==> src/rtl/dup_rxdbuf_pkg.sv <==
// Shared types and field positions for the DUP11 receiver data buffer.
// The image helper builds the bus-visible RXDBUF word from a silo entry.
package dup_rxdbuf_pkg;

   typedef struct packed {
      logic [7:0] dat;
      logic       som;
      logic       eom;
      logic       abrt;
      logic       crcer;
   } rx_entry_t;

   localparam int SILO_DEPTH = 2;

   localparam int RXERR_BIT  = 15;
   localparam int OVRN_BIT   = 14;
   localparam int RCRCER_BIT = 12;
   localparam int RXABRT_BIT = 10;
   localparam int RXEOM_BIT  = 9;
   localparam int RXSOM_BIT  = 8;

   // Entry fields read as zero when the silo is empty; the overrun bits never do.
   function automatic logic [15:0] rxdbuf_image(rx_entry_t e, logic valid, logic ovrn);
      logic [15:0] img;
      img = '0;
      if (valid) begin
         img[7:0]        = e.dat;
         img[RXSOM_BIT]  = e.som;
         img[RXEOM_BIT]  = e.eom;
         img[RXABRT_BIT] = e.abrt;
         img[RCRCER_BIT] = e.crcer;
      end
      img[OVRN_BIT]  = ovrn;
      img[RXERR_BIT] = ovrn | (valid & (e.crcer | e.abrt));
      return img;
   endfunction

endpackage

==> src/rtl/dup_rxdbuf.sv <==
// DUP11 receiver data buffer: 2-entry silo between the receiver engine and
// the bus, presenting the head entry as RXDBUF with sticky overrun.
module dup_rxdbuf
   import dup_rxdbuf_pkg::*;
(
   input  logic        clk,
   input  logic        rst,
   input  logic        dupINIT,
   input  logic        dupRXEN,
   input  logic        rxdbufREAD,
   input  logic        rxVALID,
   input  logic [7:0]  rxDATA,
   input  logic        rxSOM,
   input  logic        rxEOM,
   input  logic        rxABRT,
   input  logic        rxCRCZERO,
   output logic        dupRXDONE,
   output logic [15:0] regRXDBUF
);

   rx_entry_t  r_silo [SILO_DEPTH];
   logic [1:0] r_count;
   logic       r_head;
   logic       r_tail;
   logic       r_ovrn;

   logic       w_arrive;
   logic       w_empty;
   logic       w_full;
   logic       w_push;
   logic       w_pop;
   logic       w_overrun;
   rx_entry_t  w_new;

   assign w_empty   = (r_count == 2'd0);
   assign w_full    = (r_count == 2'd2);
   assign w_arrive  = rxVALID & dupRXEN;
   // A same-cycle read frees a slot, so a full silo still accepts the character.
   assign w_push    = w_arrive & (~w_full | rxdbufREAD);
   assign w_pop     = rxdbufREAD & ~w_empty;
   assign w_overrun = w_arrive & w_full & ~rxdbufREAD;

   assign w_new.dat   = rxDATA;
   assign w_new.som   = rxSOM;
   assign w_new.eom   = rxEOM;
   assign w_new.abrt  = rxABRT;
   assign w_new.crcer = rxEOM & ~rxCRCZERO;

   always_ff @(posedge clk) begin
      if (rst | dupINIT) begin
         r_count <= 2'd0;
         r_head  <= 1'b0;
         r_tail  <= 1'b0;
         r_ovrn  <= 1'b0;
         for (int i = 0; i < SILO_DEPTH; i++) begin
            r_silo[i] <= '0;
         end
      end else begin
         if (w_push) begin
            r_silo[r_tail] <= w_new;
            r_tail         <= ~r_tail;
         end
         if (w_pop) begin
            r_head <= ~r_head;
         end
         r_count <= r_count + {1'b0, w_push} - {1'b0, w_pop};
         if (w_pop) begin
            r_ovrn <= 1'b0;
         end else if (w_overrun) begin
            r_ovrn <= 1'b1;
         end
      end
   end

   assign dupRXDONE = ~w_empty;
   assign regRXDBUF = rxdbuf_image(r_silo[r_head], ~w_empty, r_ovrn);

endmodule
==> config.mk <==
export PLATFORM = sky130hd
export DESIGN_NAME = dup_rxdbuf
export DESIGN_NICKNAME = d
export VERILOG_FILES = /design/src/rtl/dup_rxdbuf_pkg.sv /design/src/rtl/dup_rxdbuf.sv
export SDC_FILE = /design/constraint.sdc
export NUM_CORES = 1
export LEC_CHECK = 0
export ABC_AREA = 1
export BUFFER_PORTS_ARGS = -buffer_cell sky130_fd_sc_hd__buf_2
export CAP_MARGIN = 10
export CORE_UTILIZATION = 45
export DETAILED_ROUTE_END_ITERATION = 10
export GPL_TIMING_DRIVEN = 0
export PLACE_DENSITY = 0.67
export SLEW_MARGIN = 20
export SYNTH_ARGS = -nofsm -noshare
export SYNTH_HDL_FRONTEND = slang
export SYNTH_SLANG_ARGS = --single-unit
==> constraint.sdc <==
create_clock -name clk -period 1.95 [get_ports clk]
set_input_delay 0.39 -clock clk [delete_from_list [all_inputs] [get_ports clk]]
set_output_delay 0.39 -clock clk [all_outputs]
set_load 0.1 [all_outputs]
==> flow_summary.json <==
{
  "crit_path_start_kind": "flop",
  "hold_path_end": "r_silo[0][7]",
  "final_common_cell": "nand2_1",
  "io-pin-count": 35,
  "p_leak_nw": 0.844,
  "layout_min_cycle_time_ns": 1.87,
  "worstReg2RegStart": "r_count[0]",
  "cts.path.max_buffers": 2,
  "path_max_fanout": 10,
  "nets": 220,
  "start_util_pct": 47.9,
  "num-fill-cells": 294,
  "antennaDiodeCount": 0,
  "h-tree-depth": 2,
  "fp.dieH_um": 59.5,
  "power_density_mw_per_mm2": 704,
  "dp_hpwl_um": 1880,
  "synth.area.top_cells": "edfxtp_1 (48%), nand2_1 (9.8%), dfxtp_1 (8.1%)",
  "yosysSeqAreaShare_pct": 56.6,
  "reg2regPathDepth": 5,
  "worst_hold_path_type": "input port to flop",
  "drive_gt1_share_pct": 34.3,
  "vias_per_cell": 4.59,
  "setup_viol": 0,
  "clkLatencyLatePin_ns": 0.31,
  "crit_path_end_kind": "output pin",
  "utilization_pct": 59.4,
  "cp.arrival_ns": 1.48,
  "grt_remaining_overflow": 0,
  "grt_pass1_wl_um": 4440,
  "synthDominantCellAreaShare_pct": 48.5,
  "drt_iter0_drc": 35,
  "gp_congestion": 0.743,
  "whs_path_depth": 3,
  "critical_path_class": "flop to output pin",
  "fmax_ghz": 0.533,
  "yosysUniqueCellTypes": 19,
  "maxSlewHeadroom_pct": 63.6,
  "r2r_end": "r_silo[0][2]",
  "final_cell_mix": "nand2_1 (38), inv_1 (24), edfxtp_1 (24), buf_2 (23), nor2_1 (22)",
  "fin_skew_ns": 0.00237,
  "rows": 20,
  "fin_crit_sh_pct": 96.2,
  "drv_slew": 0,
  "syn_area_per_cell_um2": 9.29,
  "path_clk_slew_ns": 0.09,
  "clockRootBuffer": "clkbuf_4",
  "hold_slack_ns": 0.383,
  "ir_drop_mv": 0.444,
  "syn_area_mm2": 0.00149,
  "grt_pass1_vias": 1053,
  "cts_setup_buffers": 0,
  "cts_tree": "built",
  "wl_um": 2670,
  "numCtsBuffers": 5,
  "dr.pass1.iters": 4,
  "reg2reg_slack_ns": 0.32,
  "crit_required_ns": 1.56,
  "outcome": "finished clean",
  "drc": 0,
  "antenna_found_initial": 0,
  "finalPower_w": 0.00130,
  "route.detailed.wl_per_inst_um": 10.9,
  "synth_seq_cells": 30,
  "fp.dieW_um": 59.5,
  "syn_inst": 160,
  "via_count": 1124,
  "yosysWarnings": 0,
  "hold_viol": 0,
  "port-buffer-count": 32,
  "hold_start": "rxDATA[3]",
  "worst_pin_slew_ns": 0.545,
  "track_usage_pct": 17.6,
  "cts.sinks": 30,
  "die_area_mm2": 0.00354,
  "core_mm2": 0.00310,
  "max_cap_viol_count": 0,
  "postRouteAntennaNets": 0,
  "grt_start_max_net_pins": 13,
  "synth.largest_area_cell": "edfxtp_1",
  "areaGrowthSynthToFinish_pct": 24.0
}
==> what timing repair did <==
action	CTS	global route
endpoints found under the setup margin	10	9
resized for setup	10	9
hold buffers	0	0
==> worst max path at each step <==
stage	start	slack, ns	endpoint	cells past startpoint
finish	flop	0.08	regRXDBUF[8]	5
CTS	flop	0.01	regRXDBUF[3]	5
floorplan	flop	-0.52	regRXDBUF[0]	4
global route	flop	-0.01	regRXDBUF[3]	5
detailed placement	rxVALID	0.08	r_silo[0][11]	6
global placement	dupINIT	0.11	r_silo[0][6]	5
==> area by class of cell <==
type	count	area, um2	area share [%]
Sequential cell	30	843	45.8
Multi-Input combinational cell	97	507	27.5
Timing Repair Buffer	32	208	11.3
Inverter	26	105	5.70
Buffer	8	65.1	3.53
Clock buffer	7	55.1	2.99
Tap cell	44	55.1	2.99
Clock inverter	1	5.00	0.272
==> logic make-up (layout without fill, tap and decap cells) <==
logic type,count (synthesis),count (layout),share of synthesized area (%)
AO/OA/AOI/OAI,13,13,4.38
adder cells (fa/ha/maj),2,2,1.68
buffers and inverters,34,74,10.6
flip-flops,30,30,56.6
other,1,2,0.252
AND/OR/NAND/NOR,80,80,26.5
==> worst max-delay path: stages, from the launching register on <==
cell,delay [ns]
dfxtp_1,0.34
inv_1,0.09
clkbuf_4,0.21
nand2_1,0.07
a21oi_1,0.14
buf_4,0.31
==> state kept, by name, summed over array words and instances, names as in the netlist, named ones only <==
signal / count
r_tail: 1
r_silo: 24
r_head: 1
r_ovrn: 1
r_count: 2
==> Yosys cell counts, drive strengths merged <==
master / number
buf: 8
dfxtp: 6
a21oi: 12
or2: 1
edfxtp: 24
nand2: 39
o21ai: 1
nand4: 2
nor2: 34
inv: 26
conb: 1
nand3: 4
ha: 2
==> report_power, final <==
group / switching [W] / internal (W) / total, W / leakage [nW]
combinational: 0.000144 / 0.0000488 / 0.000193 / 0.492
clock: 0.000203 / 0.000175 / 0.000377 / 0.0353
sequential: 0.00000991 / 0.000718 / 0.000728 / 0.317
==> routing by layer <==
| layer | track usage, % | up-vias | share of wire (%) |
|---|---|---|---|
| li1 | - | 575 | - |
| met1 | 19.1 | 507 | 41 |
| met2 | 30.8 | 40 | 51 |
| met3 | 4.59 | 2 | 6.9 |
| met4 | 9.86 | 0 | 0.86 |
| met5 | 0 | - | 0 |
==> metrics by stage <==
step           area [um2]  worst slack [ns]  instances  setup TNS [ns]
2_1_floorplan        1520            -0.516        161           -5.34
3_3_place_gp         1730             0.107        237               0
3_5_place_dp         1730            0.0842        237               0
4_1_cts              1820            0.0113        245               0
5_1_grt              1840          -0.00995        245         -0.0121
6_report             1840            0.0751        245               0
Note: power is estimated with default switching activity, not from simulation.
